$ cat config.mk
export PLATFORM = sky130hd
export DESIGN_NAME = uart_frame_parser
export DESIGN_NICKNAME = d
export VERILOG_FILES = /design/src/rtl/uart_frame_parser.sv
export SDC_FILE = /design/constraint.sdc
export NUM_CORES = 1
export LEC_CHECK = 0
export ABC_AREA = 1
export CORE_MARGIN = 8
export CORE_UTILIZATION = 45
export DETAILED_ROUTE_END_ITERATION = 16
export PLACE_DENSITY = 0.64
export SLEW_MARGIN = 40
export SYNTH_ARGS = -nofsm -noshare
export SYNTH_HDL_FRONTEND = slang
export SYNTH_SLANG_ARGS = --single-unit
$ cat constraint.sdc
create_clock -name clk -period 4.9 [get_ports clk]
set_input_delay 0.49 -clock clk [delete_from_list [all_inputs] [get_ports clk]]
set_output_delay 0.49 -clock clk [all_outputs]
set_load 0.05 [all_outputs]
$ cat src/rtl/uart_frame_parser.sv
// Frame parser behind the UART byte receiver: SOF, LEN, payload, checksum.
// A validated payload is buffered, then replayed as a valid/ready stream with a last marker.
module uart_frame_parser #(
    parameter logic [7:0] SOF          = 8'hA5,
    parameter int         MAX_LEN      = 16,
    parameter int         TIMEOUT_CLKS = 100000
) (
    input  logic       clk,
    input  logic       rst_n,
    input  logic [7:0] rx_byte,
    input  logic       rx_ready,
    output logic [7:0] out_data,
    output logic       out_valid,
    output logic       out_last,
    input  logic       out_ready,
    output logic       frame_err,
    output logic [1:0] err_code,
    output logic       busy
);
    localparam int         LW    = $clog2(MAX_LEN + 1);
    localparam int         AW    = (MAX_LEN > 1) ? $clog2(MAX_LEN) : 1;
    localparam int         TW    = (TIMEOUT_CLKS > 2) ? $clog2(TIMEOUT_CLKS) : 1;
    localparam logic [7:0] MAX_B = 8'(MAX_LEN);

    typedef enum logic [2:0] {S_HUNT, S_LEN, S_PAYLOAD, S_CHK, S_DRAIN} state_t;

    state_t          state, state_d;
    logic            s1, s2, s3, stb;
    logic [LW-1:0]   len, wr_idx, rd_idx;
    logic [7:0]      sum;
    logic [TW-1:0]   tmo_cnt;
    logic            tmo_hit, hs, err_d;
    logic [1:0]      code_d;
    logic [7:0]      buf_mem [MAX_LEN];

    // Synchroniser flops preset high so a level already high at reset release is not an edge
    always_ff @(posedge clk or negedge rst_n) begin
        if (!rst_n) begin
            s1 <= 1'b1;
            s2 <= 1'b1;
            s3 <= 1'b1;
        end else begin
            s1 <= rx_ready;
            s2 <= s1;
            s3 <= s2;
        end
    end

    // rx_byte is quasi-static around the strobe, so it is consumed directly on stb
    assign stb     = s2 & ~s3;
    assign tmo_hit = (tmo_cnt == TW'(TIMEOUT_CLKS - 1)) && !stb;
    assign hs      = out_valid & out_ready;

    always_ff @(posedge clk or negedge rst_n) begin
        if (!rst_n) state <= S_HUNT;
        else        state <= state_d;
    end

    always_comb begin
        state_d   = state;
        err_d     = 1'b0;
        code_d    = err_code;
        out_valid = 1'b0;
        out_last  = 1'b0;
        out_data  = 8'h00;
        busy      = (state != S_HUNT);
        case (state)
            S_HUNT: begin
                if (stb && rx_byte == SOF) state_d = S_LEN;
            end
            S_LEN: begin
                if (stb) begin
                    if (rx_byte == 8'h00 || rx_byte > MAX_B) begin
                        err_d   = 1'b1;
                        code_d  = 2'd1;
                        state_d = S_HUNT;
                    end else begin
                        state_d = S_PAYLOAD;
                    end
                end else if (tmo_hit) begin
                    err_d   = 1'b1;
                    code_d  = 2'd2;
                    state_d = S_HUNT;
                end
            end
            S_PAYLOAD: begin
                if (stb) begin
                    if (wr_idx == len - LW'(1)) state_d = S_CHK;
                end else if (tmo_hit) begin
                    err_d   = 1'b1;
                    code_d  = 2'd2;
                    state_d = S_HUNT;
                end
            end
            S_CHK: begin
                if (stb) begin
                    if (rx_byte == sum) begin
                        state_d = S_DRAIN;
                    end else begin
                        err_d   = 1'b1;
                        code_d  = 2'd0;
                        state_d = S_HUNT;
                    end
                end else if (tmo_hit) begin
                    err_d   = 1'b1;
                    code_d  = 2'd2;
                    state_d = S_HUNT;
                end
            end
            S_DRAIN: begin
                out_valid = 1'b1;
                out_data  = buf_mem[rd_idx[AW-1:0]];
                out_last  = (rd_idx == len - LW'(1));
                if (stb) begin
                    err_d  = 1'b1;
                    code_d = 2'd3;
                end
                if (out_ready && out_last) state_d = S_HUNT;
            end
            default: state_d = S_HUNT;
        endcase
    end

    always_ff @(posedge clk or negedge rst_n) begin
        if (!rst_n) begin
            len       <= '0;
            wr_idx    <= '0;
            rd_idx    <= '0;
            sum       <= 8'h00;
            tmo_cnt   <= '0;
            frame_err <= 1'b0;
            err_code  <= 2'd0;
        end else begin
            frame_err <= err_d;
            err_code  <= code_d;
            if (stb || state_d != state)
                tmo_cnt <= '0;
            else if (state == S_LEN || state == S_PAYLOAD || state == S_CHK)
                tmo_cnt <= tmo_cnt + TW'(1);
            if (state == S_LEN && state_d == S_PAYLOAD) begin
                len    <= rx_byte[LW-1:0];
                sum    <= rx_byte;
                wr_idx <= '0;
            end
            if (state == S_PAYLOAD && stb) begin
                sum    <= sum + rx_byte;
                wr_idx <= wr_idx + LW'(1);
            end
            if (state == S_CHK && state_d == S_DRAIN) rd_idx <= '0;
            if (hs) rd_idx <= rd_idx + LW'(1);
        end
    end

    always_ff @(posedge clk) begin
        if (state == S_PAYLOAD && stb) buf_mem[wr_idx[AW-1:0]] <= rx_byte;
    end
endmodule

### Yosys cells after proc, flatten, opt, wreduce, memory -nomap -nowiden

Memories as Yosys holds them, arrays and structs flattened.
Cells that the tools add are included.

* bits in writable memories: 128
* flip-flop bits (word level): 49
* memories kept: 1
* input port bits: 12
* word-level logic and storage cells: 95
* output and inout port bits: 14

Memories
* buf_mem: depth 16, bits a word 8, read ports 1, clocked after Yosys merged registers in 0, wr ports 1, RTL line 34 `logic [7:0] buf_mem [MAX_LEN];`

* reductions and logical operators: 19
* equal/unequal tests: 16
* order comparisons: 1
* bitwise operators: 3
* $add $sub $neg: 5
* muxes and demuxes: 39

Operator list (count)
* 17-bit two-way mux: 2
* 3-bit two-way mux: 8
* 8-bit two-way mux: 3
* 5-bit two-way mux: 4
* 17-bit by 1-bit adder with 17-bit output (second input constant): 1
* 17-bit equality test (second input constant): 1
* 2-bit two-way mux: 8
* 3-bit one-hot mux with 5 select lines: 1
* 1-bit two-way mux: 11
* 5-bit by 1-bit adder with 5-bit output (second input constant): 2
* 5-bit equality test: 2
* 3-bit by 2-bit equality test with 1-bit output (second input constant): 3
* 8-bit adder: 1
* 8-bit equality test: 1
* 8-bit equality test (second input constant): 1
* 8-bit by 5-bit greater-than comparator with 1-bit output (second input constant): 1
* 8-bit logical NOT: 1
* 2-bit one-hot mux with 4 select lines: 1
* 3-bit equality test (second input constant): 2
* 1-bit logical AND: 6
* 3-bit inequality test (second input constant): 2
* 2-bit nonzero test: 3
* 5-bit AND reduction: 1
* 5-bit by 1-bit subtractor with 5-bit output (second input constant): 1
* other kinds (11): 16

### Logic depth before layout (Yosys ltp)

* depth in word-level cells: 11
* mapped depth: 16
* gate-level depth less buffers: 15

### Least setup slack after synthesis

No wires, ideal clock.

* kind: reg-to-output
* from: register rd_idx[0]
* to: output out_data[2]
* slack: 2249 ps
* arrival time: 2161 ps
* required time: 4410 ps
* cell stages (with the launch flop): 9
* cells stage by stage: dfrtp_1 buf_2 inv_1 buf_2 clkbuf_1 o21ai_0 o221ai_1 o211ai_1 a21oi_1

* longest elaborated chain between the ends: 2

Ends and longest elaborated chain
* from (decl): RTL line 29 `logic [LW-1:0] len, wr_idx, rd_idx;`
* from (signal assigned): RTL line 150 `if (hs) rd_idx <= rd_idx + LW'(1);`
* memory read 16 x 8 bit
* 8-bit two-way mux: RTL line 67 `case (state)`
* to (decl): RTL line 12 `output logic [7:0] out_data,`

Every way passes these cells.

### Worst setup path in the final report

* from: register rd_idx[1]
* to: output out_data[6]

The elaborated chain is that of the path after synthesis.

==> impl_metrics.env <==
export IMPL_syn_nets=790
export IMPL_num_io_pins=26
export IMPL_setup_tns_ns=0
export IMPL_die_w_um=150
export IMPL_post_route_min_period_ns=3.72
export IMPL_critical_path_endpoint_type="output port"
export IMPL_htree_levels=4
export IMPL_power_density_mw_per_mm2=356
export IMPL_skew_ns=0.00565
export IMPL_syn_area_mm2=0.00810
export IMPL_path_clk_slew_ns=0.07
export IMPL_r2r_start="state[1]"
export IMPL_wl_per_cell_um=19.1
export IMPL_ys_seq_area_share_pct=62.6
export IMPL_slowest_delay_ns=0.86
export IMPL_drc=0
export IMPL_cp_start_kind="flip-flop"
export IMPL_grt_max_degree=68
export IMPL_worstSkewPairLatency_ns=0.43
export IMPL_min_path_type="input pin to async pin"
export IMPL_dieArea_mm2=0.0226
export IMPL_cp_max_fo=18
export IMPL_synth_flop_cell="edfxtp_1"
export IMPL_cp_slowest_cell="clkdlybuf4s50_1"
export IMPL_crit_chain="inv_1, buf_4, o21ai_0, o221ai_1, nand3_1, a21oi_1, clkdlybuf4s50_1"
export IMPL_cts_tree="built"
export IMPL_post_dp_hpwl_um=12700
export IMPL_finalSetupViolations=0
export IMPL_fp_row_count=49
export IMPL_finalCritPeriodShare_pct=75.9
export IMPL_final_hold_violation_count=0
export IMPL_drtIter0Drc=491
export IMPL_start_util_pct=45.4
export IMPL_root_buffer="clkbuf_16"
export IMPL_core_area_mm2=0.0178
export IMPL_vias_per_cell=5.63
export IMPL_postRouteAntennaNets=0
export IMPL_holdWs_ns=0.164
export IMPL_dp_cells=1000
export IMPL_drv_slew=0
export IMPL_gp_congestion=0.850
export IMPL_clock_sinks=177
export IMPL_grt_usage_pct=18.4
export IMPL_io_buffer_count=25
export IMPL_max_freq_mhz=269
export IMPL_outcome="complete, no violations"
export IMPL_hold_buffers=0
export IMPL_ir_drop_v=0.000261
export IMPL_drive_gt1_share_pct=11.6
export IMPL_grt_pass1_wl_um=31500
export IMPL_cts_buffers=17
export IMPL_cp_data_arrival_time_ns=3.23
export IMPL_grt_overflow_total=0
export IMPL_critPathLaunch="rd_idx[1]"
export IMPL_num_fill_cells=1554
export IMPL_synth_cell_types=41
export IMPL_fin_nets=817
export IMPL_worstMarginPinSlew_ns=0.838
export IMPL_grt_pass1_vias=5915
export IMPL_synthArstFlopShare_pct=27.7
export IMPL_n_antenna_cell=0
export IMPL_routed_wirelength_um=19700
export IMPL_antenna_found_initial=0
export IMPL_maxSlewHeadroom_pct=43.9
export IMPL_crit_type="flip-flop to output port"
export IMPL_cp_required_ns=4.41
export IMPL_cts_buffer_depth=2
export IMPL_ys_warn_count=0
export IMPL_ctsResizeCount=0
export IMPL_die_h_um=150
export IMPL_cp_top_family="buffers and inverters"
export IMPL_synth_seq_cells=177
export IMPL_num_vias=5809
export IMPL_synth_cells=763
export IMPL_synth_avg_cell_area_um2=10.6
export IMPL_synth_edf_count=128
export IMPL_dr_pass1_iters=5
export IMPL_rsz0062_at_grt="false"
export IMPL_p_leak_nw=3.41
export IMPL_crit_buf_inv=3
export IMPL_area_delta_synth_final_pct=13.8
export IMPL_max_cap_viol_count=0
export IMPL_postCtsSetupRepairBufs=0
export IMPL_finalNonFillerCells=1032
synthesized netlist by cell type (3+ instances only):
library cell    n  area [µm²]
nand3b_1        4        30.0
nor2_1        123         462
edfxtp_1      128        3840
buf_2           7        35.0
xor2_1         16         140
nand2_1       105         394
nand3_1        30         150
xnor2_1         5        43.8
nand2_2         3        18.8
o211ai_1       14         105
inv_1          49         184
ha_1           14         175
a21oi_1        16        80.1
nor2_2         13        81.3
nor3_1          7        35.0
o22ai_1        16         100
nand4_1        12        75.1
dfrtp_1        46        1150
o21ai_0        84         420
dfstp_2         3        78.8
o221ai_1       21         184
clkbuf_1       20        75.1
kinds of logic after synthesis:
kind of cell	synth area share (%)
AND/OR/NAND/NOR	17.2
flip-flops	62.6
AO/OA/AOI/OAI	11.5
buffers and inverters	4.05
XOR/XNOR	2.27
adder cells (fa/ha/maj)	2.41
metrics by stage:
stage / cell area [µm²] / total power (W) / utilization (%) / setup slack [ns]
2_1_floorplan: 8100 / 0.00187 / - / 2.25
3_3_place_gp: 8620 / 0.00195 / 48.3 / 1.53
3_5_place_dp: 8630 / 0.00197 / 48.4 / 1.68
4_1_cts: 9220 / 0.00330 / 51.7 / 1.23
5_1_grt: 9220 / 0.00341 / 51.7 / 1.05
6_report: 9220 / 0.00328 / 51.7 / 1.18
power breakdown:
part           switching (W)  internal, W
logic               0.000173    0.0000919
clock network       0.000589     0.000757
registers          0.0000300      0.00164
sequential cells by signal (all words and copies together) (netlist names), 2 cells and up:
signal and count:
buf_mem 128, tmo_cnt 17, sum 8, len 5, rd_idx 5, wr_idx 5, state 3, err_code 2
final timing paths:
kind / end / slack (ns) / depth (start not counted)
setup reg to reg: buf_mem[7][4] / 2.47 / 6
hold / removal: tmo_cnt[14] / 0.16 / 2
min in group clk: s2 / 0.36 / 0
hold reg to reg: s2 / 0.36 / 0
max in group asynchronous: rd_idx[0] / 4.29 / 2
setup / recovery: out_data[6] / 1.18 / 7
layer usage:
metal	GRT usage [%]	wire, µm	vias to the layer above
met3	4.27	1370	47
met5	0	0	-
met1	23.5	8510	2819
met4	8.60	649	0
met2	29.1	9190	213
li1	-	-	2730
area by class of cell:
type / count / area [µm²] / area share [%]
repair buffers: 38 / 350 / 3.80
flip-flops and latches: 177 / 5080 / 55.1
inverters: 53 / 199 / 2.16
clock buffers: 18 / 429 / 4.66
clock inverters: 14 / 153 / 1.66
well taps: 229 / 287 / 3.11
multi-input cells: 503 / 2730 / 29.6
worst reg2reg max path: cells and delay by family (launching register included):
kind / cells / cell delay [ns]
buffers and inverters: 1 / 0.05
AND/OR/NAND/NOR: 5 / 1.55
flip-flops: 1 / 0.45
layout by cell type (no fill, tap or decap), types with 3 or more instances in the layout:
cell | Yosys | final
a21oi_1 | 16 | 16
buf_4 | 0 | 12
clkbuf_16 | 0 | 17
clkdlybuf4s50_1 | 0 | 23
clkinvlp_4 | 0 | 4
dfrtp_1 | 46 | 44
dfstp_2 | 3 | 3
edfxtp_1 | 128 | 128
ha_1 | 14 | 14
inv_1 | 49 | 48
inv_2 | 2 | 3
inv_6 | 0 | 5
nand2_1 | 105 | 105
nand2_2 | 3 | 3
nand3_1 | 30 | 30
nand3b_1 | 4 | 4
nand4_1 | 12 | 12
nor2_1 | 123 | 114
nor2_2 | 13 | 22
nor3_1 | 7 | 7
o211ai_1 | 14 | 14
o21ai_0 | 84 | 84
o221ai_1 | 21 | 21
o22ai_1 | 16 | 16
xnor2_1 | 5 | 5
xor2_1 | 16 | 16
No activity file was read; power rests on OpenSTA's default activity.
